`config.mk`:
```
export PLATFORM = sky130hd
export DESIGN_NAME = regfile_mp_sb
export DESIGN_NICKNAME = d
export VERILOG_FILES = /design/src/rtl/regfile_mp_sb.sv
export SDC_FILE = /design/constraint.sdc
export NUM_CORES = 2
export LEC_CHECK = 0
export CORE_MARGIN = 2
export CORE_UTILIZATION = 35
export DETAILED_ROUTE_END_ITERATION = 12
export HOLD_SLACK_MARGIN = 0.02
export PLACE_DENSITY_LB_ADDON = 0.08
export RECOVER_POWER = 25
export SLEW_MARGIN = 40
export SYNTH_ARGS = -nofsm -noshare
export SYNTH_HDL_FRONTEND = slang
export SYNTH_SLANG_ARGS = --single-unit
```
`constraint.sdc`:
```
create_clock -name clk -period 9.1 [get_ports clk]
set_input_delay 1.82 -clock clk [delete_from_list [all_inputs] [get_ports clk]]
set_output_delay 1.82 -clock clk [all_outputs]
set_load 0.01 [all_outputs]
```
`src/rtl/regfile_mp_sb.sv`:
```
// Multi-read-port integer register file with optional write bypass and a
// per-register pending-write scoreboard; storage is zeroed by a post-reset sweep.
module regfile_mp_sb #(
    parameter int DATA_WIDTH = 32,
    parameter int ADDR_WIDTH = 5,
    parameter int NUM_REGS   = 1 << ADDR_WIDTH,
    parameter int NUM_RD     = 2,
    parameter int BYPASS     = 1
) (
    input  logic                         clk,
    input  logic                         rst_n,
    output logic                         ready,
    input  logic                         we,
    input  logic [ADDR_WIDTH-1:0]        waddr,
    input  logic [DATA_WIDTH-1:0]        wdata,
    input  logic [NUM_RD*ADDR_WIDTH-1:0] raddr,
    output logic [NUM_RD*DATA_WIDTH-1:0] rdata,
    output logic [NUM_RD-1:0]            rbusy,
    input  logic                         issue_valid,
    input  logic [ADDR_WIDTH-1:0]        issue_rd,
    output logic [ADDR_WIDTH:0]          busy_count,
    input  logic [ADDR_WIDTH-1:0]        test_addr,
    output logic [DATA_WIDTH-1:0]        test_data
);

    typedef enum logic {S_CLEAR, S_RUN} state_t;

    localparam logic [ADDR_WIDTH-1:0] LAST_IDX = ADDR_WIDTH'(NUM_REGS - 1);

    state_t                  state_q, state_d;
    logic [ADDR_WIDTH-1:0]   clr_idx_q, clr_idx_d;
    logic [NUM_REGS-1:0]     busy_q, busy_d;
    logic [DATA_WIDTH-1:0]   mem_q [NUM_REGS];

    always_ff @(posedge clk or negedge rst_n) begin
        if (!rst_n) begin
            state_q   <= S_CLEAR;
            clr_idx_q <= '0;
            busy_q    <= '0;
        end else begin
            state_q   <= state_d;
            clr_idx_q <= clr_idx_d;
            busy_q    <= busy_d;
        end
    end

    always_comb begin
        state_d   = state_q;
        clr_idx_d = clr_idx_q;
        busy_d    = busy_q;
        case (state_q)
            S_CLEAR: begin
                if (clr_idx_q == LAST_IDX) state_d = S_RUN;
                else                       clr_idx_d = clr_idx_q + 1'b1;
            end
            S_RUN: begin
                // Issue is applied after writeback so a new producer wins on a tie.
                if (we) busy_d[waddr] = 1'b0;
                if (issue_valid && (issue_rd != '0)) busy_d[issue_rd] = 1'b1;
            end
            default: state_d = S_CLEAR;
        endcase
        busy_d[0] = 1'b0;
    end

    // Storage has no reset; the CLEAR sweep zeroes it one entry per cycle.
    always_ff @(posedge clk) begin
        if (state_q == S_CLEAR)
            mem_q[clr_idx_q] <= '0;
        else if (we && (waddr != '0))
            mem_q[waddr] <= wdata;
    end

    assign ready = (state_q == S_RUN);

    always_comb begin
        rdata = '0;
        rbusy = '0;
        for (int unsigned i = 0; i < NUM_RD; i++) begin : g_rd
            logic [ADDR_WIDTH-1:0] ra;
            logic                  hit;
            ra  = raddr[i*ADDR_WIDTH +: ADDR_WIDTH];
            hit = (BYPASS != 0) && we && (waddr == ra);
            if (ready && (ra != '0)) begin
                rdata[i*DATA_WIDTH +: DATA_WIDTH] = hit ? wdata : mem_q[ra];
                rbusy[i]                          = busy_q[ra] && !hit;
            end
        end
    end

    always_comb begin
        test_data = '0;
        if (ready && (test_addr != '0)) test_data = mem_q[test_addr];
    end

    always_comb begin
        busy_count = '0;
        for (int unsigned r = 0; r < NUM_REGS; r++)
            busy_count = busy_count + (ADDR_WIDTH+1)'(busy_q[r]);
    end

endmodule

```
; After elaboration in Yosys (flattened, before gate mapping)
; Memory sizes are Yosys's and may differ from the RTL's.
; Index checks and enable logic that the tools add are counted.
[word_totals]
ff_bits = 37
latchBits = 0
ram_bits = 1024
romBits = 0
inputBits = 61
out_inout_bits = 105
elab_cells = 96
n_memories = 1
[op_classes]
addsub = 31
mul = 0
div_mod_pow = 0
magnitude_cmp = 6
eq_ne = 3
shift = 0
mux = 27
bitwise_logic = 5
reduce_logical = 20
[memory_table]
columns = memory, depth, width, read_ports, rd_ports_with_merged_regs, wr, line_no
row1 = mem_q, 32, 32, 3, 0, 1, 33  ; logic [DATA_WIDTH-1:0] mem_q [NUM_REGS];
[ops]
columns = cell, count
row1 = $mux 32, 9
row2 = $add 6x1->6, 25
row3 = $and 32x32->32, 1
row4 = $not 32->32, 1
row5 = $or 32x32->32, 1
row6 = $reduce_or 32->1, 1
row7 = $reduce_bool 5->1, 5
row8 = $lt 5x6->1 const B, 4
row9 = $mux 1, 13
row10 = $logic_and 1x1->1, 11
row11 = $bmux 1 s5, 2
row12 = $demux 1 s5, 2
row13 = $eq 5x5->1, 2
row14 = $ge 5x1->1 const B, 2
row15 = $add 5x1->6, 1
row16 = $add 4x1->5, 1
row17 = $add 5x1->5 const B, 1
row18 = $eq 5x5->1 const B, 1
row19 = $mux 5, 1
row20 = $add 3x1->4, 1
row21 = $add 2x1->3, 1
row22 = $add 1x1->2, 1
row23 = $logic_not 1->1, 2
row24 = $not 1->1, 2
row25 = $reduce_and 2->1, 1

; Depth between registers and ports, before layout
[logic_depth]
word_depth = 30
depth_mapped = 16
mapped_depth_nobuf = 16

; Worst setup path after synthesis
; Ideal clock, no wire load.
[synth_path]
path_kind = reg-to-output
start = register busy_q[18]
end = output port busy_count[4]
arrival_ns = 4.567
required_time_ns = 7.280
path_slack_ns = 2.713
stages_incl_launch_ff = 16
path_buffers = 0
path_cell_list = dfrtp_1 fa_1 inv_1 fa_1 inv_1 fa_1 inv_1 fa_1 fa_1 fa_1 fa_1 inv_1 fa_1 a21o_1 a21oi_1 xnor2_1
[synth_between]
elab_chain_cells = 14
[synth_rtl]
columns = element, line_no
row1 = "start, declared", 32  ; logic [NUM_REGS-1:0] busy_q, busy_d;
row2 = "start signal, assigned", 43  ; busy_q <= busy_d;
row3 = $add 6x1->6 (14 in series), 99  ; busy_count = busy_count + (ADDR_WIDTH+1)'(busy_q[r]);
row4 = "end, declared", 21  ; output logic [ADDR_WIDTH:0] busy_count,
; Every way passes these cells.

; Final worst setup path
[layout_path]
start = register busy_q[24]
end = output port busy_count[4]
[layout_between]
elab_chain_cells = 8
[layout_rtl]
columns = element, line_no
row1 = $add 6x1->6 (8 in series), 99
; Every way passes these cells.

==> run_results.csv <==
group,metric,value,unit
global_routing,grt_pass1_vias,41100,
yosys,synthTopCellsByArea,"edfxtp_1, mux4_2, mux2i_1",
clocking,hold_buffers,0,
clocking,cts_setup_buffers,0,
clocking,cts_buffer_depth,3,
status,status,"finished, violations left",
setup_path,cpPeakStageDelay,0.56,ns
timing,min_period,7.81,ns
timing,clock.fmax,128,MHz
yosys,ys_ff_latch,1061,
power,p_sw_share,27.5,%
detailed_routing,wl_per_cell,38.5,um
setup_path,path_cells,"inv_1, fa_1, fa_1, inv_1, fa_1, inv_1, fa_1, fa_1, fa_1, fa_1, inv_1, fa_1, a21o_1, a21oi_1, xnor2_1, clkdlybuf4s50_1",
die,coreArea,173000,sq um
timing,setup_viol_count_final,0,
timing,whs,0.567,ns
status,failed_checks,"capacitance limit, slew limit",
yosys,synth_seq_area_share,52.0,%
detailed_routing,met3_length,14.4,mm
cells_and_area,drive_above_1_share,28.5,%
yosys,synth_edf_count,1024,
setup_path,slowest_stage,"clkdlybuf4s50_1",
cells_and_area,fin_area,69700,sq um
clocking,h-tree-depth,4,
placement,placedCellCount,6189,
detailed_routing,wl_met1,101,mm
detailed_routing,detail_route.first_pass.iterations,5,
die,initial_core_util,35.1,%
timing,timing.final.crit_share,85.8,%
power,p_sw,3530,uW
yosys,ys.flop_type,"edfxtp_1",
clocking,cts_buffers,131,
global_routing,grt_pass1_wl,339,mm
yosys,ys.warnings.count,0,
setup_path,cp_max_fo,4,
power,power_frac_comb,19.1,%
die,fp.dieArea,178000,sq um
setup_path,crit_path_frequent_cell,"fa_1",
placement,dpl_cell_area,65900,sq um
timing,final-hold-violation-count,0,
setup_path,cp.arrival,5.99,ns
setup_path,end_kind,"output pin",
clocking,cts_root_buf,"clkbuf_16",
job,max_cap_viol_count,13,
placement,place_congestion,0.800,
yosys,synthArstFlopShare,3.49,%
clocking,clock_sinks,1061,
detailed_routing,routed_via_density,6.41,
power,clockPowerShare,38.7,%
setup_path,path_class,"flop to output pin",
setup_path,cp-start-kind,"flop",
die,pin_count,166,
detailed_routing,drcViolationCount,0,
die,die_width,421,um
global_routing,grt_max_degree,100,
timing,worst_pin_slew,2.13,ns
min_path,min_path_type,"flop to flop",
setup_path,crit_family,"adder cells",
cells_and_area,fin_cells,6416,
detailed_routing,drt_iter0_drc,4232,
global_routing,antenna_found_initial,3,
timing,rsz0062_at_grt,"no",
cells_and_area,area_growth,14.4,%
setup_path,cp.required,7.28,ns
clocking,cts_tree,"done",
detailed_routing,wirelength,247,mm
yosys,syn_nets,3997,
power,intPower,9300,uW
placement,io_buffers,165,
yosys,synth.avg_cell_area,15.6,sq um
timing,slew_violations,419,
cells_and_area,fin_nets,4090,
setup_path,path_buf_inv,5,
global_routing,grt_use_total,27.4,%
detailed_routing,ant_nets,0,
global_routing,grt_overflow,0,
placement,hpwl,141,mm
detailed_routing,vias,41100,
power,peakVddDrop,0.330,mV
yosys,netlist_area,61000,sq um
clocking,clk_latency,0.80,ns
timing,worst_clock_skew,0.0337,ns
yosys,synth_top_area_share,50.4,%
die,rows,153,
power,power.density,184,nW/um^2
clocking,cts_resized,0,
yosys,yosys.area.top_type,"edfxtp_1",
detailed_routing,wl_met2,120,mm
timing,fin_tns_setup,0,ns
yosys,synthCells,3904,
power,power_leakage,0.0240,uW
clocking,clkSlewWorstSetupHoldPaths,0.05,ns
timing,maxSlewHeadroom,-41.9,%
yosys,synth.distinct_cells,58,
power,seqPwrFrac,42.3,%
detailed_routing,top_layer,"met4",
die,fp.dieH,421,um
==> tightest hold or removal path: stages, from the launching register on <==
cell and delay [ns]:
dfrtp_1 0.36, o21ai_0 0.08, o21ai_0 0.08
==> path summary, 6_finish.rpt <==
kind                            start             to  slack, ns  cells past startpoint
max                        busy_q[24]  busy_count[4]       1.29                     16
min                        busy_q[26]     busy_q[26]       0.57                      2
max reg2reg                     ready   mem_q[13][3]       4.19                      5
min reg2reg                busy_q[26]     busy_q[26]       0.57                      2
max in group asynchronous       rst_n   clr_idx_q[3]       6.21                      1
min in group asynchronous       rst_n     busy_q[17]       1.67                      1
==> state kept, by name, summed over array words and instances (netlist names) <==
name / cells
busy_q: 31
clr_idx_q: 5
mem_q: 1024
ready: 1
==> power groups by stage <==
stage	combinational, uW	clock (uW)	sequential, uW
after floorplan	1440	0	5510
after detailed placement	2470	0	5520
final	2450	4960	5420
after CTS	2480	5040	5420
after global routing	2630	5220	5420
after global placement	2460	0	5520
==> layout by cell type, fill, tap and decap left out, types with 27 or more instances in the layout <==
cell	count
nor2_4	36
nand3_1	29
clkbuf_1	31
clkdlybuf4s50_1	148
dfrtp_1	37
a22o_1	63
o22ai_1	31
o21a_1	53
mux2i_1	280
inv_1	57
a22oi_1	76
nor2b_1	67
nand2_1	68
clkbuf_16	134
a211o_1	31
o31ai_1	48
o2111ai_1	27
a211oi_1	87
nor2_1	192
mux2_2	106
buf_4	83
a21oi_1	235
edfxtp_1	1024
mux4_2	645
o21ai_0	144
==> cell usage after synthesis, drive strengths merged, types with 3 or more instances <==
master,n
a211o,31
a211oi,88
a21o,6
a21oi,237
a221oi,5
a22o,63
a22oi,76
a31oi,17
a41oi,4
and2,35
buf,201
clkbuf,138
dfrtp,37
edfxtp,1024
fa,23
ha,9
inv,57
mux2,106
mux2i,280
mux4,645
nand2,70
nand2b,4
nand3,29
nand3b,6
nand4,6
nor2,228
nor2b,71
nor3,17
nor3b,3
o2111ai,27
o21a,53
o21ai,149
o21ba,12
o21bai,12
o22ai,31
o31ai,50
or3,4
or3b,3
or4,14
xnor2,10
xor2,6
==> kinds of logic (layout without fill, tap and decap cells) <==
logic type | Yosys count | after routing | share of synthesized area, %
and+or+nand+nor | 497 | 497 | 3.85
adders and majority gates | 32 | 32 | 0.940
DFF | 1061 | 1061 | 52.0
xor gates and xnor gates | 16 | 16 | 0.230
buffers and inverters | 396 | 581 | 3.24
AOI/OAI and AO/OA | 871 | 871 | 9.38
other | 0 | 2 | 0
muxes | 1031 | 1031 | 30.4
==> area by class of cell <==
class | count | area, sq um
antenna | 2 | 5.00
clock buffer | 161 | 3450
clock inverter | 64 | 459
fill | 15900 | 104000
inverter | 57 | 214
multi-input combinational | 2447 | 27800
sequential | 1061 | 31700
tap | 2325 | 2910
timing repair buffer | 299 | 3210
==> layer usage <==
metal  track usage (%)  vias up
met5                 0        -
met4              11.9        0
met3              3.98      485
li1                  -    16500
met2              45.2     1789
met1              36.1    22400
==> stage by stage <==
step           setup WS (ns)  utilization (%)  power (uW)
2_1_floorplan           2.71                -        6950
3_3_place_gp            1.87             37.7        7980
3_5_place_dp            1.93             38.0        8000
4_1_cts                 1.21             40.2       12900
5_1_grt                 1.04             40.2       13300
6_report                1.29             40.2       12800
(Power assumes the default switching activity.)
